<file path="src/rtl/alu_share_ctrl_pkg.sv">
// Shared types and default widths for the two-requester ALU sharing controller.
package alu_share_pkg;

  localparam int BITS_DEF = 8;
  localparam int OPW_DEF  = 4;
  localparam int FLW_DEF  = 4;

  typedef enum logic [1:0] {
    IDLE = 2'd0,
    EXEC = 2'd1,
    RESP = 2'd2
  } state_t;

  typedef logic req_idx_t;

endpackage

</file>
<file path="src/rtl/alu_share_ctrl_if.sv">
// Request, ALU and response signals of alu_share_ctrl; names are from the controller's view.
interface alu_share_ctrl_if
  import alu_share_pkg::*;
#(
  parameter int BITS = BITS_DEF,
  parameter int OPW  = OPW_DEF,
  parameter int FLW  = FLW_DEF
);

  logic [1:0]      i_req;
  logic [OPW-1:0]  i_op0;
  logic [OPW-1:0]  i_op1;
  logic [BITS-1:0] i_argA0;
  logic [BITS-1:0] i_argB0;
  logic [BITS-1:0] i_argA1;
  logic [BITS-1:0] i_argB1;
  logic [1:0]      o_gnt;
  logic [OPW-1:0]  o_alu_op;
  logic [BITS-1:0] o_alu_argA;
  logic [BITS-1:0] o_alu_argB;
  logic            o_alu_start;
  logic [BITS-1:0] i_alu_result;
  logic [FLW-1:0]  i_alu_flags;
  logic            o_valid;
  req_idx_t        o_owner;
  logic [BITS-1:0] o_result;
  logic [FLW-1:0]  o_flags;
  logic            i_ack;
  logic            o_timeout;

  modport master (
    output i_req, i_op0, i_op1, i_argA0, i_argB0, i_argA1, i_argB1,
    output i_alu_result, i_alu_flags, i_ack,
    input  o_gnt, o_alu_op, o_alu_argA, o_alu_argB, o_alu_start,
    input  o_valid, o_owner, o_result, o_flags, o_timeout
  );

  modport slave (
    input  i_req, i_op0, i_op1, i_argA0, i_argB0, i_argA1, i_argB1,
    input  i_alu_result, i_alu_flags, i_ack,
    output o_gnt, o_alu_op, o_alu_argA, o_alu_argB, o_alu_start,
    output o_valid, o_owner, o_result, o_flags, o_timeout
  );

endinterface

</file>
<file path="src/rtl/alu_share_ctrl_rr_arb2.sv">
// Combinational 2-way round-robin pick: on contention the requester that did not win last time wins.
module rr_arb2
  import alu_share_pkg::*;
(
  input  logic [1:0] i_req,
  input  req_idx_t   i_last,
  output logic [1:0] o_win_oh,
  output req_idx_t   o_win_idx,
  output logic       o_any
);

  always_comb begin
    o_win_idx = 1'b0;
    if (i_req == 2'b11) begin
      o_win_idx = ~i_last;
    end else if (!i_req[0]) begin
      o_win_idx = 1'b1;
    end
  end

  assign o_any = |i_req;

  for (genvar gi = 0; gi < 2; gi++) begin : g_onehot
    assign o_win_oh[gi] = o_any && (o_win_idx == req_idx_t'(gi));
  end

endmodule

</file>
<file path="src/rtl/alu_share_ctrl.sv">
// Shares one fixed-latency ALU between two requesters and holds each response until acknowledged.
// Optional response timeout is enabled by defining ALU_SHARE_TIMEOUT_EN.
module alu_share_ctrl
  import alu_share_pkg::*;
#(
  parameter int BITS = BITS_DEF,
  parameter int OPW  = OPW_DEF,
  parameter int FLW  = FLW_DEF,
  parameter int LAT  = 2,
  parameter int TMO  = 15
) (
  input  logic            i_clk,
  input  logic            i_rst_n,
  alu_share_ctrl_if.slave bus
);

  localparam int CW = (LAT > 1) ? $clog2(LAT) : 1;
  localparam logic [CW-1:0] CNT_LAST = CW'(LAT - 1);

  if (LAT < 1 || TMO < 1) begin : g_param_chk
    $error("alu_share_ctrl: LAT and TMO must both be >= 1");
  end

  state_t          state_q, state_d;
  logic [CW-1:0]   cnt_q, cnt_d;
  req_idx_t        last_q, last_d;
  logic [1:0]      gnt_q, gnt_d;
  logic [OPW-1:0]  op_q, op_d;
  logic [BITS-1:0] arga_q, arga_d;
  logic [BITS-1:0] argb_q, argb_d;
  req_idx_t        owner_q, owner_d;
  logic            valid_q, valid_d;
  logic [BITS-1:0] result_q, result_d;
  logic [FLW-1:0]  flags_q, flags_d;

  logic [1:0]      win_oh;
  req_idx_t        win_idx;
  logic            win_any;

  rr_arb2 u_arb (
    .i_req     (bus.i_req),
    .i_last    (last_q),
    .o_win_oh  (win_oh),
    .o_win_idx (win_idx),
    .o_any     (win_any)
  );

`ifdef ALU_SHARE_TIMEOUT_EN
  localparam int TW = (TMO > 1) ? $clog2(TMO) : 1;
  localparam logic [TW-1:0] TCNT_LAST = TW'(TMO - 1);

  logic [TW-1:0] tcnt_q, tcnt_d;
  logic          timeout_q, timeout_d;

  always_ff @(posedge i_clk) begin
    if (!i_rst_n) begin
      tcnt_q    <= '0;
      timeout_q <= 1'b0;
    end else begin
      tcnt_q    <= tcnt_d;
      timeout_q <= timeout_d;
    end
  end

  assign bus.o_timeout = timeout_q;
`else
  assign bus.o_timeout = 1'b0;
`endif

  always_comb begin
    state_d  = state_q;
    cnt_d    = cnt_q;
    last_d   = last_q;
    gnt_d    = '0;
    op_d     = op_q;
    arga_d   = arga_q;
    argb_d   = argb_q;
    owner_d  = owner_q;
    valid_d  = valid_q;
    result_d = result_q;
    flags_d  = flags_q;
`ifdef ALU_SHARE_TIMEOUT_EN
    tcnt_d    = tcnt_q;
    timeout_d = 1'b0;
`endif
    case (state_q)
      IDLE: begin
        if (win_any) begin
          state_d = EXEC;
          cnt_d   = '0;
          gnt_d   = win_oh;
          owner_d = win_idx;
          last_d  = win_idx;
          op_d    = win_idx ? bus.i_op1   : bus.i_op0;
          arga_d  = win_idx ? bus.i_argA1 : bus.i_argA0;
          argb_d  = win_idx ? bus.i_argB1 : bus.i_argB0;
        end
      end
      EXEC: begin
        cnt_d = cnt_q + CW'(1);
        if (cnt_q == CNT_LAST) begin
          result_d = bus.i_alu_result;
          flags_d  = bus.i_alu_flags;
          valid_d  = 1'b1;
          state_d  = RESP;
`ifdef ALU_SHARE_TIMEOUT_EN
          tcnt_d   = '0;
`endif
        end
      end
      RESP: begin
        if (bus.i_ack) begin
          valid_d = 1'b0;
          state_d = IDLE;
        end
`ifdef ALU_SHARE_TIMEOUT_EN
        // Dropped response leaves last-owner as set at grant time.
        else if (tcnt_q == TCNT_LAST) begin
          timeout_d = 1'b1;
          valid_d   = 1'b0;
          state_d   = IDLE;
        end else begin
          tcnt_d = tcnt_q + TW'(1);
        end
`endif
      end
      default: state_d = IDLE;
    endcase
  end

  always_ff @(posedge i_clk) begin
    if (!i_rst_n) begin
      state_q  <= IDLE;
      cnt_q    <= '0;
      last_q   <= 1'b1;
      gnt_q    <= '0;
      op_q     <= '0;
      arga_q   <= '0;
      argb_q   <= '0;
      owner_q  <= 1'b0;
      valid_q  <= 1'b0;
      result_q <= '0;
      flags_q  <= '0;
    end else begin
      state_q  <= state_d;
      cnt_q    <= cnt_d;
      last_q   <= last_d;
      gnt_q    <= gnt_d;
      op_q     <= op_d;
      arga_q   <= arga_d;
      argb_q   <= argb_d;
      owner_q  <= owner_d;
      valid_q  <= valid_d;
      result_q <= result_d;
      flags_q  <= flags_d;
    end
  end

  assign bus.o_gnt       = gnt_q;
  assign bus.o_alu_op    = op_q;
  assign bus.o_alu_argA  = arga_q;
  assign bus.o_alu_argB  = argb_q;
  assign bus.o_alu_start = (state_q == EXEC) && (cnt_q == '0);
  assign bus.o_valid     = valid_q;
  assign bus.o_owner     = owner_q;
  assign bus.o_result    = result_q;
  assign bus.o_flags     = flags_q;

endmodule

</file>
<file path="src/flat_wrapper.sv">
// flat-port wrapper written by rule: the top's interface ports become plain ports
module alu_share_ctrl_flat import alu_share_pkg::*;
#(
  parameter int BITS = BITS_DEF,
  parameter int OPW  = OPW_DEF,
  parameter int FLW  = FLW_DEF,
  parameter int LAT  = 2,
  parameter int TMO  = 15
)
  (i_clk, i_rst_n, bus_i_req, bus_i_op0, bus_i_op1, bus_i_argA0, bus_i_argB0, bus_i_argA1, bus_i_argB1, bus_i_alu_result, bus_i_alu_flags, bus_i_ack, bus_o_gnt, bus_o_alu_op, bus_o_alu_argA, bus_o_alu_argB, bus_o_alu_start, bus_o_valid, bus_o_owner, bus_o_result, bus_o_flags, bus_o_timeout);
  alu_share_ctrl_if #(.BITS(BITS), .OPW(OPW), .FLW(FLW)) bus_i ();
  input  logic i_clk;
  input  logic i_rst_n;
  input wire logic [$bits(bus_i.i_req)-1:0] bus_i_req;
  input wire logic [$bits(bus_i.i_op0)-1:0] bus_i_op0;
  input wire logic [$bits(bus_i.i_op1)-1:0] bus_i_op1;
  input wire logic [$bits(bus_i.i_argA0)-1:0] bus_i_argA0;
  input wire logic [$bits(bus_i.i_argB0)-1:0] bus_i_argB0;
  input wire logic [$bits(bus_i.i_argA1)-1:0] bus_i_argA1;
  input wire logic [$bits(bus_i.i_argB1)-1:0] bus_i_argB1;
  input wire logic [$bits(bus_i.i_alu_result)-1:0] bus_i_alu_result;
  input wire logic [$bits(bus_i.i_alu_flags)-1:0] bus_i_alu_flags;
  input wire logic [$bits(bus_i.i_ack)-1:0] bus_i_ack;
  output wire logic [$bits(bus_i.o_gnt)-1:0] bus_o_gnt;
  output wire logic [$bits(bus_i.o_alu_op)-1:0] bus_o_alu_op;
  output wire logic [$bits(bus_i.o_alu_argA)-1:0] bus_o_alu_argA;
  output wire logic [$bits(bus_i.o_alu_argB)-1:0] bus_o_alu_argB;
  output wire logic [$bits(bus_i.o_alu_start)-1:0] bus_o_alu_start;
  output wire logic [$bits(bus_i.o_valid)-1:0] bus_o_valid;
  output wire logic [$bits(bus_i.o_owner)-1:0] bus_o_owner;
  output wire logic [$bits(bus_i.o_result)-1:0] bus_o_result;
  output wire logic [$bits(bus_i.o_flags)-1:0] bus_o_flags;
  output wire logic [$bits(bus_i.o_timeout)-1:0] bus_o_timeout;
  assign bus_i.i_req = bus_i_req;
  assign bus_i.i_op0 = bus_i_op0;
  assign bus_i.i_op1 = bus_i_op1;
  assign bus_i.i_argA0 = bus_i_argA0;
  assign bus_i.i_argB0 = bus_i_argB0;
  assign bus_i.i_argA1 = bus_i_argA1;
  assign bus_i.i_argB1 = bus_i_argB1;
  assign bus_i.i_alu_result = bus_i_alu_result;
  assign bus_i.i_alu_flags = bus_i_alu_flags;
  assign bus_i.i_ack = bus_i_ack;
  assign bus_o_gnt = bus_i.o_gnt;
  assign bus_o_alu_op = bus_i.o_alu_op;
  assign bus_o_alu_argA = bus_i.o_alu_argA;
  assign bus_o_alu_argB = bus_i.o_alu_argB;
  assign bus_o_alu_start = bus_i.o_alu_start;
  assign bus_o_valid = bus_i.o_valid;
  assign bus_o_owner = bus_i.o_owner;
  assign bus_o_result = bus_i.o_result;
  assign bus_o_flags = bus_i.o_flags;
  assign bus_o_timeout = bus_i.o_timeout;
  alu_share_ctrl #(.BITS(BITS), .OPW(OPW), .FLW(FLW), .LAT(LAT), .TMO(TMO)) u_core (.i_clk(i_clk), .i_rst_n(i_rst_n), .bus(bus_i));
endmodule
</file>
<file path="config.mk">
export PLATFORM = sky130hd
export DESIGN_NAME = alu_share_ctrl_flat
export DESIGN_NICKNAME = d
export VERILOG_FILES = /design/src/rtl/alu_share_ctrl_pkg.sv /design/src/rtl/alu_share_ctrl_if.sv /design/src/rtl/alu_share_ctrl_rr_arb2.sv /design/src/rtl/alu_share_ctrl.sv /design/src/flat_wrapper.sv
export SDC_FILE = /design/constraint.sdc
export NUM_CORES = 1
export LEC_CHECK = 0
export ABC_AREA = 0
export CORE_MARGIN = 5
export CORE_UTILIZATION = 39
export DETAILED_ROUTE_END_ITERATION = 16
export PLACE_DENSITY = 0.8
export SLEW_MARGIN = 5
export SYNTH_ARGS = -nofsm -noshare
export SYNTH_HDL_FRONTEND = slang
export SYNTH_HIERARCHICAL = 1
export SYNTH_SLANG_ARGS = --single-unit
</file>
<file path="constraint.sdc">
create_clock -name i_clk -period 1.65 [get_ports i_clk]
set_input_delay 0.2475 -clock i_clk [delete_from_list [all_inputs] [get_ports i_clk]]
set_output_delay 0.2475 -clock i_clk [all_outputs]
set_load 0.01 [all_outputs]
</file>
Word level (Yosys, flattened, before mapping) --
Index checks and enable logic that the tools add are counted.
Word-level totals: bits in registers 40, input bits 57, output and inout bits 38, logic and storage cells 48
Operators by class: add/sub/neg operators 1, eq/ne operators 6, multiplexer cells 14, bitwise operators 3, reduce and logical (&&, ||, !) cells 13
Operators with widths (count):
- 2-to-1 mux 8 bit | 2
- AND reduction 3 bit | 3
- 2-to-1 mux 2 bit | 3
- case mux 2 bit (3 select lines) | 1
- AND reduction 2 bit | 3
- 2-to-1 mux 1 bit | 5
- equality test 2 bit (second input constant) | 2
- 2-to-1 mux 4 bit | 1
- inequality test 2 bit (second input constant) | 2
- case mux 1 bit (2 select lines) | 2
- nonzero test 2 bit | 2
- logical AND 1 bit | 3
- inverter 1 bit | 3
- equality test 2 x 1 -> 1 bit (second input constant) | 1
- zero test 2 bit | 1
- inequality test 2 x 1 -> 1 bit (second input constant) | 1
- OR reduction 2 bit | 1
- adder 1 bit (second input constant) | 1

Logic depth before layout (Yosys ltp) --
Gate-level depths: netlist of the first run.
depth after elaboration 4, depth in mapped cells 6, gate-level depth less buffers 4

Hierarchy --
The synthesis of the first run kept the hierarchy.
Modules (own cells, without submodules):
- alu_share_ctrl | times used 1, cells an instance 182, area each 1762.9 um^2, sequential area each 800.8 um^2
- rr_arb2 | times used 1, cells an instance 5, area each 27.5 um^2, sequential area each 0.0 um^2

Worst setup path before layout of the first run --
Ideal clock, no wire load.
path kind reg-to-reg, from reg u_core.last_q, to reg u_core.arga_q[0], in the netlist u_core/bus.o_alu_argA[0], setup time 0.122 ns, arrival time 1.104 ns, data required time 1.528 ns, path slack 0.424 ns, cell stages (with the launch flop) 6, buffers on the path 2, clock period less this slack 1.226 ns, cell sequence dfxtp_1 o21ai_0 clkbuf_1 buf_2 mux2i_1 o21ai_1
Between the ends: word-level cells in the longest chain between the ends 3
Ends and longest elaborated chain:
- start: declaration | line alu_share_ctrl.sv:26 | req_idx_t last_q, last_d;
- start signal: assignment | line alu_share_ctrl.sv:147 | last_q <= last_d;
- inverter 1 bit | line alu_share_ctrl_rr_arb2.sv:15 | o_win_idx = ~i_last;
- 2-to-1 mux 1 bit | line alu_share_ctrl_rr_arb2.sv:14 | if (i_req == 2'b11) begin
- net u_core.win_idx | line alu_share_ctrl.sv:37 | req_idx_t win_idx;
- 2-to-1 mux 8 bit | line alu_share_ctrl.sv:95 | arga_d = win_idx ? bus.i_argA1 : bus.i_argA0;
- end signal: assignment | line alu_share_ctrl.sv:150 | arga_q <= arga_d;
- end: declaration | line alu_share_ctrl.sv:29 | logic [BITS-1:0] arga_q, arga_d;
The timed path passes the listed nets, and every way through them passes these cells. A chain may end at the register's enable or synchronous reset.

Worst setup path in the final report of the first run --
from reg u_core.cnt_q, to out bus_o_alu_start
Between the ends: word-level cells in the longest chain between the ends 2
Ends and longest elaborated chain:
- start: declaration | line alu_share_ctrl.sv:25 | logic [CW-1:0] cnt_q, cnt_d;
- start signal: assignment | line alu_share_ctrl.sv:146 | cnt_q <= cnt_d;
- inverter 1 bit | line alu_share_ctrl.sv:163 | assign bus.o_alu_start = (state_q == EXEC) && (cnt_q == '0);
- logical AND 1 bit | line alu_share_ctrl.sv:163
- end: declaration | line flat_wrapper.sv:28 | output wire logic [$bits(bus_i.o_alu_start)-1:0] bus_o_alu_start;
Every way passes these cells.

==> impl_metrics.yaml, run 1 <==
run_status:
  status: "completed"
clock_network:
  cts_buffers: 5
  hold_buffers: 0
  clockBufferDepth: 2
  insertion_delay_ps: 290
  cts-root-buf: "clkbuf_8"
  cts_tree: "done"
  clock-sinks: 40
  clk_pin_slew_ps: 80
  h-tree-depth: 2
  post_cts.repair.setup_buffers: 0
  post_cts_resize_count: 1
synthesis:
  synthArstFlopShare: 0
  synth_top_cell_area_share: 0.4472
  synth_edf_count: 0
  yosys_warnings: 6
  synth-seq-area-share: 0.4472
  synth_flop_cell: "dfxtp_1"
  netlist_area_um2: 1790
  ys_ff_latch: 40
  ys_types: 30
  synth_area_leader_cell: "dfxtp_1"
  postSynthCellCount: 187
  synth_fp_nets: 244
  avgSynthCellArea_um2: 9.575
  synth.top_cells.by_count: "40 x dfxtp_1, 20 x mux2i_1, 20 x o211ai_1, 20 x o21ai_1"
  synth_area_leaders: "dfxtp_1 45%, mux2i_1 11%, o211ai_1 8.4%"
  yosysMostFrequentCell: "dfxtp_1"
floorplanning:
  rows: 24
  die_area_um2: 6046
  pin_count: 95
  initial_utilization: 0.4056
  fp.dieH_um: 77.76
  core-area_um2: 4414
  fp.dieW_um: 77.76
grt:
  grt.overflow.total: 0
  grt_first_pass_wirelength_um: 7141
  antenna_found_initial: 0
  grt_max_degree: 29
  track_usage: 0.1459
  first_global_vias: 1552
drt:
  ant_nets: 0
  viasPerCell: 4.997
  routed_wl_um: 4585
  detail_route.iter0.violations: 52
  drc: 0
  drt-wirelength-per-cell_um: 13.85
  dr.pass1.iters: 4
  vias: 1654
pwr:
  p_sw_frac: 0.2490
  pwr-share-clk: 0.322
  seqPwrFrac: 0.442
  pwr_density_cell_nw_per_um2: 851.5
  power_frac_comb: 0.237
  p_sw_mw: 0.6077
  p_leak_nw: 1.109
  internal_power_mw: 1.833
  vdd_ir_drop_max_mv: 0.4231
final_layout:
  antenna_cells: 0
  area_delta_synth_final_pct: 60.10
  multiInputGateArea_um2: 824.5
  final_cell_area_um2: 2867
  utilization: 0.6494
  drive_gt1_frac: 0.1075
  num-nets-final: 335
  register_area_um2: 800.8
  nFillCells: 386
critical_path:
  crit_fanout: 5
  crit_arrival_ps: 1220
  critPathRequiredTime_ps: 1400
  cp-start-kind: "flip-flop"
  r2r_slack_ps: 240
  endpoint_kind: "output port"
  crit_type: "flip-flop to output port"
  critPathMaxStageDelay_ps: 350
  crit_slowest_cell: "dfxtp_1"
  path_cells: "nor3_1 -> dlygate4sd2_1"
timing:
  fin_crit_ps: 1469
  rsz0062_at_grt: "no"
  setup_viol: 0
  hold_viol: 0
  fin_ws_ps: 181.3
  post-route-period-util: 0.8901
  finClkSkew_ps: 9.117
  finalMaxSlewViolations: 0
  fmaxAchievable_mhz: 680.9
  setup_tns_ps: 0
hold_path:
  min-delay-path-class: "input port to flip-flop"
place:
  numPortBuffers: 93
  postPlaceCellArea_um2: 2760
  pre_cts_slack_ps: 32.48
  place_hpwl_um: 3426
  place_congestion: 0.6954
flow_run:
  drv_cap: 0
power by group through the flow:
stage	Combinational, mW	Sequential, mW	Clock (mW)
3_5_place_dp	0.586	1.10	0
6_report	0.578	1.08	0.785
3_3_place_gp	0.580	1.10	0
2_1_floorplan	0.222	1.13	0
5_1_grt	0.621	1.09	0.858
4_1_cts	0.587	1.08	0.806
critical path, delay by kind of cell (launching register included):
family                 cells  cell delay, ps
buffers and inverters      1             320
DFF                        1             350
and+or+nand+nor            1             270
cells by family (layout without fill, tap and decap cells):
group / count (synthesis) / count (layout) / synth area share
simple gates: 38 / 38 / 0.1104
other cells: 1 / 1 / 0.002094
flops: 40 / 40 / 0.4472
compound gates: 65 / 65 / 0.2341
buf+inv: 23 / 115 / 0.09433
mux: 20 / 20 / 0.1118
final cells by class:
class	instances	share of cell area
clock buffers	6	0.02532
clock inverters	2	0.01222
inverters	3	0.003928
multi-input cells	124	0.2876
flip-flops and latches	40	0.2794
well taps	52	0.02270
repair buffers	104	0.3688
cells in the final DEF, fill, tap and decap left out, types with 4 or more instances in the layout:
| cell | Yosys | routed |
|---|---|---|
| buf_12 | 0 | 4 |
| buf_4 | 4 | 7 |
| clkbuf_8 | 1 | 5 |
| clkdlybuf4s50_1 | 0 | 91 |
| dfxtp_1 | 40 | 40 |
| mux2i_1 | 20 | 20 |
| nand2_1 | 13 | 13 |
| nand3_1 | 13 | 13 |
| o211ai_1 | 20 | 20 |
| o21ai_0 | 9 | 8 |
| o21ai_1 | 20 | 20 |
| o21ai_2 | 8 | 9 |
path summary, 6_finish.rpt:
kind | start | to | depth (start not counted)
setup / recovery | u_core/cnt_q | bus_o_alu_start | 2
hold / removal | i_rst_n | u_core/last_q | 2
setup reg to reg | u_core/state_q[1] | u_core/bus.o_flags[1] | 5
hold reg to reg | u_core/bus.o_result[5] | u_core/bus.o_result[5] | 2
sequential cells by signal (all words and copies together) (netlist names):
register               cells
u_core/bus.o_valid         1
u_core/cnt_q               1
u_core/bus.o_flags         4
u_core/bus.o_gnt           2
u_core/bus.o_alu_op        4
u_core/bus.o_result        8
u_core/bus.o_alu_argA      8
u_core/state_q             2
u_core/bus.o_alu_argB      8
u_core/last_q              1
u_core/bus.o_owner         1
per-stage QoR:
step / cells / power, mW / hold WS [ps]
floorplan: 187 / 1.353 / 364.2
global placement: 323 / 1.678 / 445.4
detailed placement: 323 / 1.685 / 449.7
CTS: 331 / 2.470 / 295.5
global route: 331 / 2.566 / 320.3
finish: 331 / 2.441 / 304.8
routing by layer:
layer / GRT usage / part of all wire / wire, um
met5: 0 / 0 / 0
met4: 0.05498 / 0.016 / 74
met3: 0.08102 / 0.14 / 631
met2: 0.2245 / 0.44 / 2010
met1: 0.1690 / 0.41 / 1869
No activity file was read; power rests on OpenSTA's default activity.
==> run 2: changes to the inputs <==
TNS_END_PERCENT = 20   (was not set)
==> results of run 2 <==
No change in the layout: final DEF, timing and power equal those of run 1.
==> run 3: changes to the inputs <==
HOLD_SLACK_MARGIN = 0.12   (was not set)
==> results of run 3 <==
No change in the layout: final DEF, timing and power equal those of run 1.
